<file path="config.mk">
export PLATFORM = sky130hd
export DESIGN_NAME = rst_seq_ctrl
export DESIGN_NICKNAME = d
export VERILOG_FILES = /design/src/rtl/rst_seq_pkg.sv /design/src/rtl/rst_seq_ctrl_lock_filter.sv /design/src/rtl/rst_seq_ctrl.sv
export SDC_FILE = /design/constraint.sdc
export NUM_CORES = 1
export LEC_CHECK = 0
export ABC_AREA = 1
export CAP_MARGIN = 20
export CORE_ASPECT_RATIO = 0.8
export CORE_MARGIN = 2
export CORE_UTILIZATION = 45
export CTS_BUF_LIST = sky130_fd_sc_hd__clkbuf_4 sky130_fd_sc_hd__clkbuf_8
export DETAILED_ROUTE_END_ITERATION = 6
export GPL_TIMING_DRIVEN = 0
export PLACE_DENSITY_LB_ADDON = 0.08
export SYNTH_ARGS = -nofsm -noshare
export SYNTH_HDL_FRONTEND = slang
export SYNTH_SLANG_ARGS = --single-unit
</file>
<file path="constraint.sdc">
create_clock -name clk -period 2.05 [get_ports clk]
set_input_delay 0.205 -clock clk [delete_from_list [all_inputs] [get_ports clk]]
set_output_delay 0.205 -clock clk [all_outputs]
set_load 0.01 [all_outputs]
</file>
<file path="src/rtl/rst_seq_pkg.sv">
// Shared definitions for the reset sequencer: FSM state encoding and counter sizing.
package rst_seq_pkg;

   localparam int STATE_W = 2;

   typedef enum logic [STATE_W-1:0] {
      WAIT_LOCK = 2'd0,
      SEQ       = 2'd1,
      RUN       = 2'd2
   } state_t;

   // Ceiling log2, never below 1 so a counter always gets at least one bit.
   function automatic int clog2(input int value);
      int bits;
      bits = 1;
      while ((1 << bits) < value) bits++;
      return bits;
   endfunction

endpackage

</file>
<file path="src/rtl/rst_seq_ctrl_lock_filter.sv">
// PLL lock synchroniser plus saturating run-length filter; lock_s lags locked by 2 edges,
// lock_ok follows FILT_CYC consecutive lock_s cycles; free-running, no backpressure.
module lock_filter
   import rst_seq_pkg::*;
#(
   parameter int FILT_CYC = 16
) (
   input  logic clk,
   input  logic rst_n,
   input  logic locked,
   output logic lock_s,
   output logic lock_ok
);

   localparam int CNT_W = clog2(FILT_CYC + 1);

   logic             sync1;
   logic [CNT_W-1:0] cnt;

   always_ff @(posedge clk or negedge rst_n) begin
      if (!rst_n) begin
         sync1  <= 1'b0;
         lock_s <= 1'b0;
         cnt    <= '0;
      end else begin
         sync1  <= locked;
         lock_s <= sync1;
         if (!lock_s) begin
            cnt <= '0;
         end else if (cnt != CNT_W'(FILT_CYC)) begin
            cnt <= cnt + 1'b1;
         end
      end
   end

   assign lock_ok = (cnt == CNT_W'(FILT_CYC));

endmodule

</file>
<file path="src/rtl/rst_seq_ctrl.sv">
// Staggered multi-domain reset release behind a filtered PLL lock, with sticky channels and
// stretched software resets; channel k releases (k+1)*STAGGER edges after SEQ entry; no backpressure.
module rst_seq_ctrl
   import rst_seq_pkg::*;
#(
   parameter int              N_CH        = 4,
   parameter int              FILT_CYC    = 16,
   parameter int              STAGGER     = 8,
   parameter int              SW_RST_CYC  = 16,
   parameter logic [N_CH-1:0] STICKY_MASK = N_CH'(1)
) (
   input  logic               clk,
   input  logic               rst_n_i,
   input  logic               locked_i,
   input  logic [N_CH-1:0]    sw_rst_i,
   input  logic               clr_lost_i,
   output logic [N_CH-1:0]    rst_n_o,
   output logic               ce_o,
   output logic               lock_lost_o,
   output logic [STATE_W-1:0] state_o
);

   localparam int SLOT_W = clog2(N_CH * STAGGER);
   localparam int SW_W   = clog2(SW_RST_CYC + 1);
   localparam logic [SLOT_W-1:0] SLOT_LAST = SLOT_W'(N_CH * STAGGER - 1);

   logic              lock_s;
   logic              lock_ok;
   logic              loss;
   logic              run_seen;
   state_t            state;
   state_t            state_nxt;
   logic [SLOT_W-1:0] slot_cnt;

   lock_filter #(
      .FILT_CYC (FILT_CYC)
   ) u_lock_filter (
      .clk     (clk),
      .rst_n   (rst_n_i),
      .locked  (locked_i),
      .lock_s  (lock_s),
      .lock_ok (lock_ok)
   );

   always_ff @(posedge clk or negedge rst_n_i) begin
      if (!rst_n_i) begin
         state <= WAIT_LOCK;
      end else begin
         state <= state_nxt;
      end
   end

   // Losing lock_s outranks every other transition out of SEQ or RUN.
   always_comb begin
      state_nxt = state;
      loss      = 1'b0;
      case (state)
         WAIT_LOCK: begin
            if (lock_ok && lock_s) state_nxt = SEQ;
         end
         SEQ: begin
            if (!lock_s) begin
               state_nxt = WAIT_LOCK;
               loss      = 1'b1;
            end else if (slot_cnt == SLOT_LAST) begin
               state_nxt = RUN;
            end
         end
         RUN: begin
            if (!lock_s) begin
               state_nxt = WAIT_LOCK;
               loss      = 1'b1;
            end
         end
         default: state_nxt = WAIT_LOCK;
      endcase
   end

   always_ff @(posedge clk or negedge rst_n_i) begin
      if (!rst_n_i) begin
         slot_cnt    <= '0;
         ce_o        <= 1'b0;
         run_seen    <= 1'b0;
         lock_lost_o <= 1'b0;
      end else begin
         slot_cnt <= (state == SEQ && state_nxt == SEQ) ? slot_cnt + 1'b1 : '0;
         ce_o     <= lock_ok & lock_s;
         if (state_nxt == RUN) run_seen <= 1'b1;
         if (loss && run_seen) begin
            lock_lost_o <= 1'b1;
         end else if (clr_lost_i) begin
            lock_lost_o <= 1'b0;
         end
      end
   end

   assign state_o = state;

   for (genvar k = 0; k < N_CH; k++) begin : g_ch
      localparam logic [SLOT_W-1:0] SLOT_K = SLOT_W'((k + 1) * STAGGER - 1);

      logic            rel_q;
      logic            ever_q;
      logic            keep;
      logic            accept;
      logic            fire;
      logic [SW_W-1:0] sw_cnt;

      // A sticky channel that has already come out of reset rides through lock loss.
      assign keep   = STICKY_MASK[k] & ever_q;
      assign accept = sw_rst_i[k] & (rel_q | (sw_cnt != '0));
      assign fire   = (state == SEQ) & lock_s & (slot_cnt == SLOT_K);

      always_ff @(posedge clk or negedge rst_n_i) begin
         if (!rst_n_i) begin
            rel_q  <= 1'b0;
            ever_q <= 1'b0;
            sw_cnt <= '0;
         end else if (loss && !keep) begin
            rel_q  <= 1'b0;
            sw_cnt <= '0;
         end else if (accept) begin
            rel_q  <= 1'b0;
            sw_cnt <= SW_W'(SW_RST_CYC);
         end else if (sw_cnt != '0) begin
            sw_cnt <= sw_cnt - 1'b1;
            if (sw_cnt == SW_W'(1)) rel_q <= 1'b1;
         end else if (fire) begin
            rel_q  <= 1'b1;
            ever_q <= 1'b1;
         end
      end

      assign rst_n_o[k] = rel_q;
   end

endmodule

</file>
# == After elaboration in Yosys (flattened, before gate mapping) ==
# Cells that the tools add are included.
# classes
eq_ne,19
bitwise_logic,17
n_addsub,6
n_mux,44
n_reduce_logical,25
# op_table
cell,n
$mux W5,15
$mux W1,24
$eq A5 B1 Y1 const B,4
$reduce_bool A5 Y1,4
$sub A5 B1 Y5 const B,4
$reduce_bool A4 Y1,4
$eq A5 B5 Y1 const B,3
$ne A4 B3 Y1 const B,3
$reduce_bool A3 Y1,4
$add A5 B1 Y5 const B,2
$and A1 B1 Y1,10
$mux W2,4
$reduce_and A2 Y1,4
$pmux W2 S3,1
$eq A5 B3 Y1 const B,1
$eq A5 B4 Y1 const B,1
$ne A5 B5 Y1 const B,1
$eq A2 B1 Y1 const B,2
$eq A2 B2 Y1 const B,2
$logic_and A1 B1 Y1,4
$ne A4 B2 Y1 const B,1
$or A1 B1 Y1,4
$reduce_and A4 Y1,1
$not A1 Y1,3
other kinds (5),5
# totals
regBits,42
input_bits,8

# == Depth between registers and ports, before layout ==
# depth
ltp_word,7
mapped_depth,11
ltp_nobuf,11

# == Cells and area by module ==
# Synthesis repeated with hierarchy kept, for this count alone.
# unflattened
cells_unflattened,285
hier_area_um2,2453.6
# by_module_without_submodules
mod,n_inst,area_per_inst_um2,cells_each
rst_seq_ctrl,1,2125.8,247
lock_filter,1,327.8,38

# == Least setup slack after synthesis ==
# Ideal clock, no wire load.
# synth_path
kind,register to register
startpoint,register slot_cnt[0]
endpoint,register slot_cnt[3]
path_buffers,0
path_slack_ns,0.571
stages_incl_launch_ff,10
arrival_ns,1.393
cell_sequence,dfrtp_1 ha_1 nand2_1 nor2_1 ha_1 nand3_1 nand2_1 nand2_1 nand3_2 nor3_1
# synth_between
elab_chain_len,7
word_cells_on_any_way,8
classes_between,add/sub (1); eq/ne (2); mux (4); reduce/logical (1)
# synth_lines
element,line,source
start: declaration,rst_seq_ctrl.sv:33,logic [SLOT_W-1:0] slot_cnt;
start signal: assignment,rst_seq_ctrl.sv:86,slot_cnt <= (state == SEQ && state_nxt == SEQ) ? slot_cnt + 1'b1 : '0;
$eq A5 B5 Y1,rst_seq_ctrl.sv:65,end else if (slot_cnt == SLOT_LAST) begin
$mux W2,rst_seq_ctrl.sv:65,
$mux W2,rst_seq_ctrl.sv:62,if (!lock_s) begin
$pmux W2 S3,rst_seq_ctrl.sv:57,case (state)
$eq A2 B1 Y1,rst_seq_ctrl.sv:86,
$logic_and A1 B1 Y1,rst_seq_ctrl.sv:86,
$mux W5 *,rst_seq_ctrl.sv:86,
# Mark *: on every way between the ends. The rest lies on a longest branch, timed or not.
# A chain may end at the register's enable or synchronous reset.

# == Final worst setup path ==
# Same ends and word-level chain as after synthesis.

==> parameters.txt <==
Parameter                              Value

Run status
  Status ... complete, no violations

Timing
  Final critical-path required period ... 1646 ps
  Minimum setup slack in the final design ... 403.9 ps
  Relative slew slack ... 79.56%
  Post-Route Hold Slack ... 322.5 ps
  Final setup fails ... 0
  Slew of the pin with the lowest slew margin ... 306.6 ps
  Period Utilization, post-route ... 80.30%
  Setup repair after global routing missed its margin ... no
  Worst-case clock skew ... 10.62 ps
  Maximum clock rate ... 0.6075 GHz
  Max Transition Viols Final ... 0
  Endpoints failing hold ... 0

Cells and area
  Top library cells by usage in the layout, fill and taps aside ... inv_1, nand2_1, dfrtp_1
  Utilization after layout ... 52.62%
  Total inserted antenna cells ... 0
  Synthesis-to-layout area growth ... 14.11%
  Final Instance Area ... 2844 µm²
  Most common cell after layout, fill and taps aside ... inv_1
  Fraction of layout instances using a drive strength above 1 ... 15.64%
  # nets final ... 335

Global route
  Met1 Resource Use GR ... 21.17%
  Overflow left after global routing ... 0
  Largest net degree at the start of global routing ... 32
  Gr busiest metal ... met2
  Overall routing resource usage ... 14.87%
  Met2 Use GR ... 22.65%
  Number of antenna violations at the first check in global routing ... 0
  Global-route wire length before repair ... 7341 µm
  Met3 Track Usage GR ... 3.501%
  Number of global-route vias before repair ... 1,666

Critical path
  Critical path startpoint category ... flip-flop
  Critical path endpoint category ... flip-flop
  CP arrival ... 1850 ps
  Crit Path Class ... reg2reg
  Maximum fanout encountered on the critical timing path ... 5
  Register-to-register path setup slack ... 400 ps
  Destination of the worst register-to-register timing path ... slot_cnt[3]$_DFF_PN0_
  Cell depth of the worst flop-to-flop path ... 9
  CP required ... 2250 ps
  FF-to-FF Start ... slot_cnt[0]$_DFF_PN0_

Place
  Worst slack at placement ... 418.8 ps
  Post-detail-place hpwl ... 3098 µm
  Placer congestion estimate ... 0.7407
  Port Buffer Count ... 15
  Instance area at placement ... 2739 µm²

CTS
  Library cell used as clock root buffer ... clkbuf_8
  Clock-pin slew on the worst setup and hold paths ... 80 ps
  Clock buffer count from CTS ... 5
  Max Root-Sink Buffers ... 2
  CTS tree ... yes
  Clock insertion delay at the later pin of the skew report ... 290 ps
  Clock tree sinks ... 42
  CTS H-Tree Depth ... 2
  Resized Gates After CTS ... 0

Power and ir drop
  Peak VDD IR ... 0.0004664 V
  Leakage ... 1.452 nW
  Power density over cell area ... 1063 nW/µm²
  Post-layout power ... 3.022 mW

Yosys
  Number of synthesized flops with an enable pin ... 0
  Post-synthesis sequential element count ... 42
  Instance count of the mapped netlist ... 282
  Synth Cell Area ... 2492 µm²
  Synth Warn # ... 0
  Synthesized Nets ... 311
  Post-synthesis async set-or-reset flop share ... 100.0%
  Top flip-flop cell by instance count after synthesis ... dfrtp_1
  Netlist cell types ... 34
  Average cell area after synthesis ... 8.838 µm²
  Sequential share of the synthesized area ... 42.17%

Floorplanning
  Y dimension of the die ... 70.57 µm
  Die Outline Area ... 6154 µm²
  X dimension of the die ... 87.21 µm
  Core Footprint ... 5405 µm²
  Std cell rows ... 24
  Number of top-level pins ... 16
  Effective utilization at floorplan ... 46.11%

Job
  Max-cap violations ... 0

Route
  Wire length reported by the detailed router ... 4080 µm
  Detailed-route via count ... 1,739
  Average vias per placed instance ... 4.675
  DRT iter0 DRCs ... 83
  DRC viols ... 0
  Antenna-violating nets left ... 0
  Number of iterations in the first detailed-routing pass ... 4
  Drt wl/cell ... 10.97 µm

Min path
  Path class of the lowest-slack min-delay path ... in2async
==> layout make-up <==
cell class	count	area (µm²)
flip-flops and latches	42	1051
repair buffers	17	175.2
multi-input cells	183	1195
plain buffers	6	52.55
clock buffers	7	90.09
fillers	500	2561
well taps	65	81.33
clock inverters	1	5.005
inverters	51	193.9
==> cell families (layout without fill, tap and decap cells) <==
| group | Yosys count | count (layout) | share of synthesized area, % |
|---|---|---|---|
| adder cells (fa/ha/maj) | 21 | 21 | 10.54 |
| XOR/XNOR | 14 | 14 | 4.920 |
| AND/OR/NAND/NOR | 125 | 125 | 26.51 |
| buffers and inverters | 57 | 82 | 9.890 |
| flip-flops | 42 | 42 | 42.17 |
| AO/OA/AOI/OAI | 23 | 23 | 5.974 |
==> how the worst max path moves through the flow <==
stage	startpoint	endpoint	slack [ps]	depth (start not counted)
after CTS	slot_cnt[0]$_DFF_PN0_	slot_cnt[2]$_DFF_PN0_	380	9
final	slot_cnt[0]$_DFF_PN0_	slot_cnt[3]$_DFF_PN0_	400	9
after global placement	rst_n_i	g_ch[0].sw_cnt[3]$_DFFE_PN0P_	-470	1
after global routing	slot_cnt[0]$_DFF_PN0_	slot_cnt[0]$_DFF_PN0_	210	9
after floorplan	slot_cnt[0]$_DFF_PN0_	slot_cnt[3]$_DFF_PN0_	570	9
after detailed placement	slot_cnt[0]$_DFF_PN0_	slot_cnt[2]$_DFF_PN0_	420	9
==> stage by stage <==
stage / TNS [ps] / std cells
after floorplan: 0 / 282
after global placement: -19430 / 362
after detailed placement: 0 / 363
after CTS: 0 / 372
after global routing: 0 / 372
final: 0 / 372
==> cell usage after synthesis, drive strengths merged (7+ instances only) <==
master / number / share of area (%)
nand2: 53 / 9.3
inv: 51 / 7.8
dfrtp: 42 / 42
nand3: 27 / 6.7
nor2: 25 / 5.4
ha: 21 / 11
nor3: 11 / 2.6
o21ai: 9 / 2.3
a21oi: 7 / 1.6
xnor2: 7 / 2.5
xor2: 7 / 2.5
==> per-layer routing <==
metal | up-vias | wire length [µm]
li1 | 936 | -
met1 | 787 | 2193
met2 | 14 | 1755
met3 | 2 | 101
met4 | 0 | 29
met5 | - | 0
==> where the power goes <==
part	total, mW	switching [mW]	internal [mW]
clock network	0.564	0.279	0.285
logic	1.26	0.674	0.584
registers	1.20	0.168	1.03
total	3.02	1.12	1.90
==> sequential cells by signal (all words and copies together) (netlist names) <==
register / cells
g_ch.sw_cnt: 20
slot_cnt: 5
u_lock_filter.cnt: 5
g_ch.rel_q: 4
state_o: 2
ce_o: 1
g_ch.ever_q: 1
lock_lost_o: 1
run_seen: 1
u_lock_filter.lock_s: 1
u_lock_filter.sync1: 1
==> what timing repair did <==
action,4_1_cts,5_1_grt
hold endpoints to repair,11,0
hold buffers,1,0
buffers inserted,0,0
==> worst max-delay path, stage by stage, from the launching register on <==
cell and delay [ps]:
dfrtp_1 400, ha_1 230, nand2_1 90, nor2_1 60
ha_1 190, nand3_1 90, nand2_1 50, nand2_1 110
nand3_2 140, nor3_1 200
No activity file was read; power rests on OpenSTA's default activity.
